==> config.mk <==
export PLATFORM = sky130hd
export DESIGN_NAME = lcd_refresh_sequencer_flat
export DESIGN_NICKNAME = d
export VERILOG_FILES = /design/src/rtl/lcd_refresh_sequencer_pkg.sv /design/src/rtl/lcd_refresh_sequencer_if.sv /design/src/rtl/lcd_refresh_sequencer_phy.sv /design/src/rtl/lcd_refresh_sequencer.sv /design/src/flat_wrapper.sv
export SDC_FILE = /design/constraint.sdc
export NUM_CORES = 1
export LEC_CHECK = 0
export BUFFER_PORTS_ARGS = -buffer_cell sky130_fd_sc_hd__buf_2
export CORE_MARGIN = 4
export CORE_UTILIZATION = 50
export DETAILED_ROUTE_END_ITERATION = 6
export PLACE_DENSITY = 0.67
export SYNTH_ARGS = -nofsm -noshare
export SYNTH_HDL_FRONTEND = slang
export SYNTH_HIERARCHICAL = 1
export SYNTH_SLANG_ARGS = --single-unit
==> constraint.sdc <==
create_clock -name clk -period 5.35 [get_ports clk]
set_input_delay 0 -clock clk [delete_from_list [all_inputs] [get_ports clk]]
set_output_delay 0 -clock clk [all_outputs]
set_load 0.03 [all_outputs]
==> src/rtl/lcd_refresh_sequencer_pkg.sv <==
// Shared constants, state encoding and byte-selection helpers for the LCD
// refresh sequencer.
package lcd_pkg;

  localparam logic [7:0] CMD_FUNC_SET = 8'h38;
  localparam logic [7:0] CMD_DISP_ON  = 8'h0C;
  localparam logic [7:0] CMD_CLEAR    = 8'h01;
  localparam logic [7:0] CMD_ENTRY    = 8'h06;
  localparam logic [7:0] CMD_LINE1    = 8'h80;
  localparam logic [7:0] CMD_LINE2    = 8'hC0;

  localparam logic [7:0] CH_H       = 8'h48;
  localparam logic [7:0] CH_J       = 8'h4A;
  localparam logic [7:0] CH_E       = 8'h45;
  localparam logic [7:0] CH_F       = 8'h46;
  localparam logic [7:0] CH_SPACE   = 8'h20;
  localparam logic [7:0] CH_ZERO    = 8'h30;
  localparam logic [7:0] CH_UNKNOWN = 8'h3F;

  localparam logic [3:0] INIT_LAST  = 4'd3;
  localparam logic [3:0] FRAME_LAST = 4'd11;

  typedef enum logic [2:0] {
    ST_POWERUP,
    ST_INIT,
    ST_SNAP,
    ST_REFRESH,
    ST_IDLE
  } seq_state_t;

  typedef struct packed {
    logic       rs;
    logic [7:0] data;
  } lcd_word_t;

  // Cycles for a duration in microseconds, never less than one.
  function automatic int unsigned us_to_cycles(input longint unsigned clk_freq,
                                               input longint unsigned us);
    longint unsigned c;
    c = clk_freq * us / 64'd1_000_000;
    if (c == 64'd0) c = 64'd1;
    return 32'(c);
  endfunction

  function automatic logic [7:0] digit(input logic [7:0] v);
    return (v <= 8'd9) ? CH_ZERO + v : CH_UNKNOWN;
  endfunction

  function automatic lcd_word_t init_word(input logic [3:0] idx);
    lcd_word_t w;
    w.rs = 1'b0;
    case (idx)
      4'd0:    w.data = CMD_FUNC_SET;
      4'd1:    w.data = CMD_DISP_ON;
      4'd2:    w.data = CMD_CLEAR;
      default: w.data = CMD_ENTRY;
    endcase
    return w;
  endfunction

  function automatic lcd_word_t frame_word(input logic [3:0] idx,
                                           input logic [7:0] hunger,
                                           input logic [7:0] joy,
                                           input logic [7:0] energy,
                                           input logic [7:0] face);
    lcd_word_t w;
    w.rs = 1'b1;
    case (idx)
      4'd0:    begin w.rs = 1'b0; w.data = CMD_LINE1; end
      4'd1:    w.data = CH_H;
      4'd2:    w.data = digit(hunger);
      4'd3:    w.data = CH_SPACE;
      4'd4:    w.data = CH_J;
      4'd5:    w.data = digit(joy);
      4'd6:    w.data = CH_SPACE;
      4'd7:    w.data = CH_E;
      4'd8:    w.data = digit(energy);
      4'd9:    begin w.rs = 1'b0; w.data = CMD_LINE2; end
      4'd10:   w.data = CH_F;
      default: w.data = digit(face);
    endcase
    return w;
  endfunction

endpackage

==> src/rtl/lcd_refresh_sequencer_if.sv <==
// HD44780 8-bit parallel write bus.
interface lcd_refresh_sequencer_if;
  logic       lcd_rs;
  logic       lcd_rw;
  logic       lcd_e;
  logic [7:0] lcd_data;

  modport master (output lcd_rs, lcd_rw, lcd_e, lcd_data);
  modport slave  (input  lcd_rs, lcd_rw, lcd_e, lcd_data);
endinterface

==> src/rtl/lcd_refresh_sequencer_phy.sv <==
// Single LCD write: SETUP (1 cycle), PULSE (T_EN cycles), WAIT (short/long).
// A start offered on the last WAIT cycle chains straight into the next SETUP.
module lcd_write_phy
  import lcd_pkg::*;
#(
  parameter int unsigned CLK_FREQ = 50_000_000
) (
  input  logic                           clk,
  input  logic                           rst_n,
  input  logic                           start,
  input  logic                           rs,
  input  logic [7:0]                     data,
  input  logic                           long_wait,
  output logic                           done,
  lcd_refresh_sequencer_if.master        lcd
);

  localparam logic [31:0] T_EN    = us_to_cycles(64'(CLK_FREQ), 64'd1);
  localparam logic [31:0] T_SHORT = us_to_cycles(64'(CLK_FREQ), 64'd50);
  localparam logic [31:0] T_LONG  = us_to_cycles(64'(CLK_FREQ), 64'd2000);

  typedef enum logic [1:0] {PH_IDLE, PH_SETUP, PH_PULSE, PH_WAIT} phase_t;

  phase_t      phase;
  logic [31:0] cnt;
  logic        long_q;

  assign done       = (phase == PH_WAIT) && (cnt == 32'd0);
  assign lcd.lcd_rw = 1'b0;

  // NOTE: sequential state uses non-blocking assignments so every flop
  // samples the pre-edge values regardless of statement order.
  always_ff @(posedge clk or negedge rst_n) begin
    if (!rst_n) begin
      phase        <= PH_IDLE;
      cnt          <= '0;
      long_q       <= 1'b0;
      lcd.lcd_e    <= 1'b0;
      lcd.lcd_rs   <= 1'b0;
      lcd.lcd_data <= 8'h00;
    end else begin
      case (phase)
        PH_IDLE: begin
          if (start) begin
            lcd.lcd_rs   <= rs;
            lcd.lcd_data <= data;
            long_q       <= long_wait;
            phase        <= PH_SETUP;
          end
        end
        PH_SETUP: begin
          lcd.lcd_e <= 1'b1;
          cnt       <= T_EN - 32'd1;
          phase     <= PH_PULSE;
        end
        PH_PULSE: begin
          if (cnt == 32'd0) begin
            lcd.lcd_e <= 1'b0;
            cnt       <= (long_q ? T_LONG : T_SHORT) - 32'd1;
            phase     <= PH_WAIT;
          end else begin
            cnt <= cnt - 32'd1;
          end
        end
        PH_WAIT: begin
          if (cnt == 32'd0) begin
            if (start) begin
              lcd.lcd_rs   <= rs;
              lcd.lcd_data <= data;
              long_q       <= long_wait;
              phase        <= PH_SETUP;
            end else begin
              phase <= PH_IDLE;
            end
          end else begin
            cnt <= cnt - 32'd1;
          end
        end
        default: phase <= PH_IDLE;
      endcase
    end
  end

endmodule

==> src/rtl/lcd_refresh_sequencer.sv <==
// Power-up/init then redraws both LCD lines from a snapshot of the pet state
// whenever an update is requested; requests while busy collapse into one.
module lcd_refresh_sequencer
  import lcd_pkg::*;
#(
  parameter int unsigned CLK_FREQ             = 50_000_000,
  parameter int unsigned MAX_VALUE_STATISTICS = 5,
  parameter int unsigned NUM_FACES            = 9
) (
  input  logic                                    clk,
  input  logic                                    reset,
  input  logic [$clog2(NUM_FACES)-1:0]            face,
  input  logic [$clog2(MAX_VALUE_STATISTICS)-1:0] Hunger,
  input  logic [$clog2(MAX_VALUE_STATISTICS)-1:0] Joy,
  input  logic [$clog2(MAX_VALUE_STATISTICS)-1:0] Energy,
  input  logic                                    new_update,
  output logic                                    busy,
  lcd_refresh_sequencer_if.master                 lcd
);

  localparam int unsigned FACE_W = $clog2(NUM_FACES);
  localparam int unsigned STAT_W = $clog2(MAX_VALUE_STATISTICS);
  localparam logic [31:0] T_PWR  = us_to_cycles(64'(CLK_FREQ), 64'd20000);

  seq_state_t        state;
  logic [31:0]       pwr_cnt;
  logic [3:0]        idx;
  logic              pending;
  logic [FACE_W-1:0] snap_face;
  logic [STAT_W-1:0] snap_hunger;
  logic [STAT_W-1:0] snap_joy;
  logic [STAT_W-1:0] snap_energy;

  logic      issue;
  lcd_word_t word;
  logic      long_wait;
  logic      done;

  // The next write is offered while the previous one finishes its WAIT, so
  // consecutive writes run back to back without an idle cycle.
  // NOTE: every signal gets a default first so no path infers a latch.
  always_comb begin
    issue = 1'b0;
    word  = '0;
    case (state)
      ST_POWERUP: if (pwr_cnt == 32'd0) begin
        issue = 1'b1;
        word  = init_word(4'd0);
      end
      ST_INIT: if (done && idx != INIT_LAST) begin
        issue = 1'b1;
        word  = init_word(idx + 4'd1);
      end
      ST_SNAP: begin
        issue = 1'b1;
        word  = frame_word(4'd0, 8'(snap_hunger), 8'(snap_joy),
                           8'(snap_energy), 8'(snap_face));
      end
      ST_REFRESH: if (done && idx != FRAME_LAST) begin
        issue = 1'b1;
        word  = frame_word(idx + 4'd1, 8'(snap_hunger), 8'(snap_joy),
                           8'(snap_energy), 8'(snap_face));
      end
      default: ;
    endcase
  end

  assign long_wait = !word.rs && (word.data == CMD_CLEAR);

  always_ff @(posedge clk or negedge reset) begin
    if (!reset) begin
      state       <= ST_POWERUP;
      pwr_cnt     <= T_PWR - 32'd1;
      idx         <= '0;
      busy        <= 1'b1;
      pending     <= 1'b0;
      snap_face   <= '0;
      snap_hunger <= '0;
      snap_joy    <= '0;
      snap_energy <= '0;
    end else begin
      if (new_update) pending <= 1'b1;
      case (state)
        ST_POWERUP: begin
          if (pwr_cnt == 32'd0) begin
            state <= ST_INIT;
            idx   <= '0;
          end else begin
            pwr_cnt <= pwr_cnt - 32'd1;
          end
        end
        ST_INIT: begin
          if (done) begin
            if (idx == INIT_LAST) state <= ST_SNAP;
            else                  idx   <= idx + 4'd1;
          end
        end
        ST_SNAP: begin
          snap_face   <= face;
          snap_hunger <= Hunger;
          snap_joy    <= Joy;
          snap_energy <= Energy;
          // A request landing on the snapshot cycle still earns a redraw.
          pending     <= new_update;
          idx         <= '0;
          state       <= ST_REFRESH;
        end
        ST_REFRESH: begin
          if (done) begin
            if (idx == FRAME_LAST) begin
              if (pending || new_update) begin
                state <= ST_SNAP;
              end else begin
                state <= ST_IDLE;
                busy  <= 1'b0;
              end
            end else begin
              idx <= idx + 4'd1;
            end
          end
        end
        ST_IDLE: begin
          if (pending || new_update) begin
            state <= ST_SNAP;
            busy  <= 1'b1;
          end
        end
        default: state <= ST_POWERUP;
      endcase
    end
  end

  lcd_write_phy #(.CLK_FREQ(CLK_FREQ)) u_phy (
    .clk       (clk),
    .rst_n     (reset),
    .start     (issue),
    .rs        (word.rs),
    .data      (word.data),
    .long_wait (long_wait),
    .done      (done),
    .lcd       (lcd)
  );

endmodule

==> src/flat_wrapper.sv <==
// flat-port wrapper written by rule: the top's interface ports become plain ports
module lcd_refresh_sequencer_flat import lcd_pkg::*;
#(
  parameter int unsigned CLK_FREQ             = 50_000_000,
  parameter int unsigned MAX_VALUE_STATISTICS = 5,
  parameter int unsigned NUM_FACES            = 9
)
  (clk, reset, face, Hunger, Joy, Energy, new_update, busy, lcd_lcd_rs, lcd_lcd_rw, lcd_lcd_e, lcd_lcd_data);
  lcd_refresh_sequencer_if lcd_i ();
  input  logic clk;
  input  logic reset;
  input  logic [$clog2(NUM_FACES)-1:0] face;
  input  logic [$clog2(MAX_VALUE_STATISTICS)-1:0] Hunger;
  input  logic [$clog2(MAX_VALUE_STATISTICS)-1:0] Joy;
  input  logic [$clog2(MAX_VALUE_STATISTICS)-1:0] Energy;
  input  logic new_update;
  output logic busy;
  output wire logic [$bits(lcd_i.lcd_rs)-1:0] lcd_lcd_rs;
  output wire logic [$bits(lcd_i.lcd_rw)-1:0] lcd_lcd_rw;
  output wire logic [$bits(lcd_i.lcd_e)-1:0] lcd_lcd_e;
  output wire logic [$bits(lcd_i.lcd_data)-1:0] lcd_lcd_data;
  assign lcd_lcd_rs = lcd_i.lcd_rs;
  assign lcd_lcd_rw = lcd_i.lcd_rw;
  assign lcd_lcd_e = lcd_i.lcd_e;
  assign lcd_lcd_data = lcd_i.lcd_data;
  lcd_refresh_sequencer #(.CLK_FREQ(CLK_FREQ), .MAX_VALUE_STATISTICS(MAX_VALUE_STATISTICS), .NUM_FACES(NUM_FACES)) u_core (.clk(clk), .reset(reset), .face(face), .Hunger(Hunger), .Joy(Joy), .Energy(Energy), .new_update(new_update), .busy(busy), .lcd(lcd_i));
endmodule
[Word level (Yosys, flattened, before mapping)]
Index checks and enable logic that the tools add are counted.
Storage, ports and cells
  bits in registers: 99
  bits in latches: 0
  RAM bits: 0
  bits in read-only memories: 0
  input port bits: 16
  output and inout bits: 12
  word-level logic and storage cells: 140
  memories: 0
Cells by class
  add/subtract/negate cells: 8
  multipliers: 0
  divide/modulo/power cells: 0
  magnitude comparators: 1
  eq/ne operators: 35
  shift-type cells: 0
  mux-type cells: 53
  bitwise operators: 1
  reductions and logical operators: 27
Operators with widths (count)
  $pmux 32 s3: 1
  $pmux 8 s10: 1
  $logic_not 32->1: 2
  $mux 32: 2
  $sub 32x1->32 const B: 2
  $pmux 9 s4: 1
  $mux 8: 4
  $add 6x3->7 const A: 3
  $mux 3: 7
  $mux 4: 5
  $pmux 6 s3: 1
  $sub 17x1->18 const B: 1
  $mux 17: 1
  $eq 4x3->1 const B: 4
  $eq 4x4->1 const B: 4
  $mux 1: 16
  $ne 2x1->1 const B: 8
  $pmux 4 s4: 1
  $pmux 8 s2: 1
  $pmux 3 s5: 1
  $eq 4x2->1 const B: 3
  $reduce_and 6->1: 2
  $ne 2x2->1 const B: 5
  $mux 9: 1
  other kinds (31): 48

[Longest topological paths before layout]
  depth in word-level cells: 11
  gate-level depth with buffers: 14

[Cells and area by module]
The synthesis kept the hierarchy.
By module, submodules not included
  lcd_refresh_sequencer: times used 1, cells each 334, area each 3229.3 µm²
  lcd_write_phy: times used 1, cells each 302, area each 2840.2 µm²

[Worst setup path after synthesis]
OpenSTA, ideal clock, no wires.
  path kind: flip-flop to flip-flop
  start point: reg u_core.u_phy.cnt[12]
  end point: reg u_core.u_phy.phase[1]
  setup time: 128 ps
  arrival: 3045 ps
  setup slack: 2177 ps
  stages on the path, launching flop included: 13
  clock period less this slack: 3173 ps
  cells stage by stage: dfrtp_1 > or4_1 > nor2_1 > clkbuf_1 > nand4_1 > nor2_1 > nand4bb_1 > nor2_1 > a2111oi_4 > inv_1 > nand2b_1 > o21ai_1 > mux2_1
On the way
  word-level cells in the longest chain between the ends: 7
RTL lines
  start: declaration: RTL line lcd_refresh_sequencer_phy.sv:25  | logic [31:0] cnt;
  start signal: assignment: RTL line lcd_refresh_sequencer_phy.sv:53  | cnt <= T_EN - 32'd1;
  start signal: assignment: RTL line lcd_refresh_sequencer_phy.sv:59  | cnt <= (long_q ? T_LONG : T_SHORT) - 32'd1;
  start signal: assignment: RTL line lcd_refresh_sequencer_phy.sv:62  | cnt <= cnt - 32'd1;
  $logic_not 32->1 (*): RTL line lcd_refresh_sequencer_phy.sv:28  | assign done = (phase == PH_WAIT) && (cnt == 32'd0);
  $logic_and 1x1->1 (*): RTL line lcd_refresh_sequencer_phy.sv:28
  via u_core.done: RTL line lcd_refresh_sequencer.sv:37  | logic done;
  $logic_and 1x1->1, on equally long branches: RTL line lcd_refresh_sequencer.sv:59, lcd_refresh_sequencer.sv:50
  $mux 1, on equally long branches: RTL line lcd_refresh_sequencer.sv:59, lcd_refresh_sequencer.sv:50
  $pmux 1 s4 (*): RTL line lcd_refresh_sequencer.sv:45  | case (state)
  via u_core.issue: RTL line lcd_refresh_sequencer.sv:34  | logic issue;
  $ne 2x1->1 (no source line) (*)
  $reduce_and 3->1 (no source line) (*)
  end signal: assignment: RTL line lcd_refresh_sequencer_phy.sv:71  | phase <= PH_SETUP;
  end signal: assignment: RTL line lcd_refresh_sequencer_phy.sv:73  | phase <= PH_IDLE;
  end signal: assignment: RTL line lcd_refresh_sequencer_phy.sv:79  | default: phase <= PH_IDLE;
  end: declaration: RTL line lcd_refresh_sequencer_phy.sv:24  | phase_t phase;
Mark *: on every way through the listed nets, which the timed path passes. The rest lies on a longest branch.
A chain may end at the register's enable or synchronous reset.

[Final worst setup path]
Same ends and word-level chain as after synthesis.

==> qor.txt <==
run status: complete, no violations
Fillers: 990
EDFF count, synth: 0
minimum clock period after layout: 3.89 ns
WP data arrival: 4.13 ns
overall die width: 118 um
Peak VDD IR: 184 uV
Max FO, Critical Path: 12
nets: 688
initial antenna violation count: 0
Placed Instances: 776
Min Hold Slack: 0.134 ns
highest metal layer with signal wires: met4
Clock Path Buffers: 2
Final TNS setup: 0 ns
ys async rst share: 100%
largest net degree at the start of global routing: 66
GPL Wtd Cong: 0.883
GRT Util Overall: 20.8%
final cycle utilization of the critical path: 72.7%
routed wl met3: 733 um
Top FF cell, synth: dfrtp_1
vias in the first global route: 4969
CTS tree: yes
Syn Nets: 665
Fmax: 257 MHz
First-pass DRT Iterations: 5
sequential share of the synthesized area: 41.1%
CTS H-tree depth: 3
postcts setup bufs: 0
total core area: 0.0117 sq mm
Critical Path Sink Type: flop
final setup fails: 0
die area: 0.0140 sq mm
Maximum Capacitance Violations: 0
WP data required: 5.58 ns
# diodes: 0
WS Path Type: reg -> reg
clock latency on the worst-skew pair: 0.36 ns
Final HPWL DP: 9.57 mm
FF+latch area: 0.00249 sq mm
Reg clk slew, reported paths: 0.07 ns
row cnt: 39
Post-Route M1 WL: 6.31 mm
non-filler cells, final: 807
flops & latches, synth: 99
clock root buffer: clkbuf_16
metal2 WL: 6.77 mm
Worst slew margin: 29.8%
post-route antenna net violation count: 0
Yosys warning count: 6
Gate Count Post-Synth: 636
Die H: 118 um
DR iter-0 viols: 396
Pins Over Slew Limit: 0
power per cell area: 345 mW/mm^2
IO Port Bufs: 26
Power, Total: 2320 uW
grt ovf: 0
endpoints failing hold: 0
final WL: 14.1 mm
DRC Markers: 0
cell area after synthesis: 0.00607 sq mm
vias per cell: 6.25
syn_area_per_cell: 9.54 sq um
Initial Util: 52.0%
CTS Buf Count: 9
Worst Max-Slew Pin Slew: 1.05 ns
Area Growth Syn to Fin: 10.7%
Synth cell types: 76
first-pass GRT wire length: 24.2 mm
RSZ-0062 raised after global routing: no
clk sink count: 99
I/O Pins: 28
post-DR wirelength/cell: 17.5 um
multi-input logic area: 0.00333 sq mm
vias: 5042
P_leak: 0.00317 uW
Worst setup SP type: flop
clk_skew: 0.00971 ns
Hold Crit Class: in -> async
Finished Core Util: 57.6%
layout cell share with drive strength beyond 1: 16.3%
==> metal layers <==
metal	track usage [%]	vias to the layer above
li1	-	2413
met1	27.2	2462
met2	33.6	144
met3	5.40	23
met4	7.33	0
met5	0	-
==> repair_timing <==
item / 4_1_cts / 5_1_grt
hold buffers: 15 / 0
endpoints found under the hold margin: 49 / 0
resized for setup: 0 / 0
==> worst max-delay path: stages, from the launching register on <==
cell and delay, ns:
dfrtp_1 0.45, or4_1 0.63, nor2_1 0.61, nand4_1 0.27, nor2_1 0.33, nand4bb_1 0.29
nor2_1 0.27, a2111oi_4 0.10, inv_1 0.20, nand2b_1 0.15, o21ai_1 0.12, mux2_1 0.34
==> placed cells by master (no fill, tap or decap), drive strengths merged, types with 4 or more instances in the layout <==
cell,n
nand4,10
nand2b,6
clkbuf,9
mux2,26
nor2b,5
nor4,28
ha,13
and2,6
a21oi,43
or2,7
dfrtp,86
inv,26
o31ai,14
a31oi,9
nor3,35
dfstp,13
buf,31
nor2,50
nand3,18
dlygate4sd3,15
xor2,30
o41ai,8
a211oi,4
o21ai,31
mux2i,8
xnor2,6
nand2,35
or3,16
or4,18
clkinv,5
nand4b,6
==> cell families (layout without fill, tap and decap cells) <==
| logic type | count (synthesis) | after routing | share of synthesized area [%] |
|---|---|---|---|
| xor gates and xnor gates | 36 | 36 | 5.19 |
| other | 1 | 1 | 0.0618 |
| DFF | 99 | 99 | 41.1 |
| AOI/OAI and AO/OA | 141 | 141 | 15.7 |
| adders and majority gates | 13 | 13 | 2.68 |
| and+or+nand+nor | 254 | 254 | 24.3 |
| buffers and inverters | 58 | 86 | 4.10 |
| muxes | 34 | 34 | 6.89 |
==> cells in the mapped netlist (4+ instances only) <==
library cell | n | area, sq um
dfrtp_1 | 86 | 2150
nor2_1 | 50 | 188
a21oi_1 | 43 | 215
nand2_1 | 35 | 131
nor3_1 | 31 | 155
xor2_1 | 30 | 263
nor4_1 | 26 | 163
clkbuf_1 | 25 | 93.8
o21ai_0 | 24 | 120
inv_1 | 23 | 86.3
nand3_1 | 18 | 90.1
or3_1 | 16 | 100
or4_1 | 15 | 113
o31ai_1 | 14 | 105
dfstp_2 | 13 | 342
ha_1 | 13 | 163
mux2_2 | 13 | 146
mux2_4 | 12 | 180
a31oi_1 | 9 | 56.3
mux2i_1 | 8 | 80.1
nand4_1 | 8 | 50.1
o41ai_1 | 7 | 61.3
and2_1 | 6 | 37.5
nand2b_1 | 6 | 37.5
nand4b_1 | 6 | 52.6
o21ai_1 | 6 | 30.0
xnor2_1 | 6 | 52.6
nor2b_1 | 5 | 31.3
or2_2 | 5 | 31.3
a211oi_1 | 4 | 30.0
buf_2 | 4 | 20.0
==> path summary, 6_finish.rpt <==
| path | end | slack (ns) | from | cells after the start |
|---|---|---|---|---|
| min in group clk | u_core/snap_joy[1] | 0.41 | Joy[1] | 3 |
| worst min register to register | u_core/pwr_cnt[6] | 0.48 | u_core/pwr_cnt[6] | 1 |
| worst max-delay path | u_core/u_phy/phase[1] | 1.46 | u_core/u_phy/cnt[12] | 11 |
| worst max register to register | u_core/u_phy/phase[1] | 1.46 | u_core/u_phy/cnt[12] | 11 |
| max in group asynchronous | u_core/state[0] | 4.04 | reset | 3 |
| worst min-delay path | u_core/u_phy/cnt[1] | 0.13 | reset | 2 |
==> power by group <==
group	leakage, uW	switching (uW)	internal (uW)
sequential	0.00129	74.3	801
clock	0.000150	327	334
combinational	0.00173	525	259
==> final cells by class <==
class / count / share of cell area, %
inverters: 24 / 1.34
clock buffers: 9 / 3.35
multi-input cells: 479 / 49.5
well taps: 143 / 2.66
clock inverters: 7 / 1.21
repair buffers: 46 / 4.77
flip-flops and latches: 99 / 37.1
==> through the flow <==
step | worst slack, ns | area, sq um
6_report | 1.46 | 6720
5_1_grt | 1.12 | 6720
4_1_cts | 1.47 | 6720
3_5_place_dp | 1.52 | 6260
3_3_place_gp | 1.72 | 6260
2_1_floorplan | 2.18 | 6070
==> sequential cells by signal, indices dropped and copies added (netlist names), 2 cells and up <==
| register | flops |
|---|---|
| u_core/snap_energy | 3 |
| u_core/u_phy/phase | 2 |
| u_core/u_phy/cnt | 32 |
| u_core/state | 3 |
| u_core/pwr_cnt | 32 |
| u_core/snap_hunger | 3 |
| u_core/snap_joy | 3 |
| u_core/snap_face | 4 |
| u_core/idx | 4 |
| u_core/u_phy/lcd.lcd_data | 8 |
(Power assumes the default switching activity.)
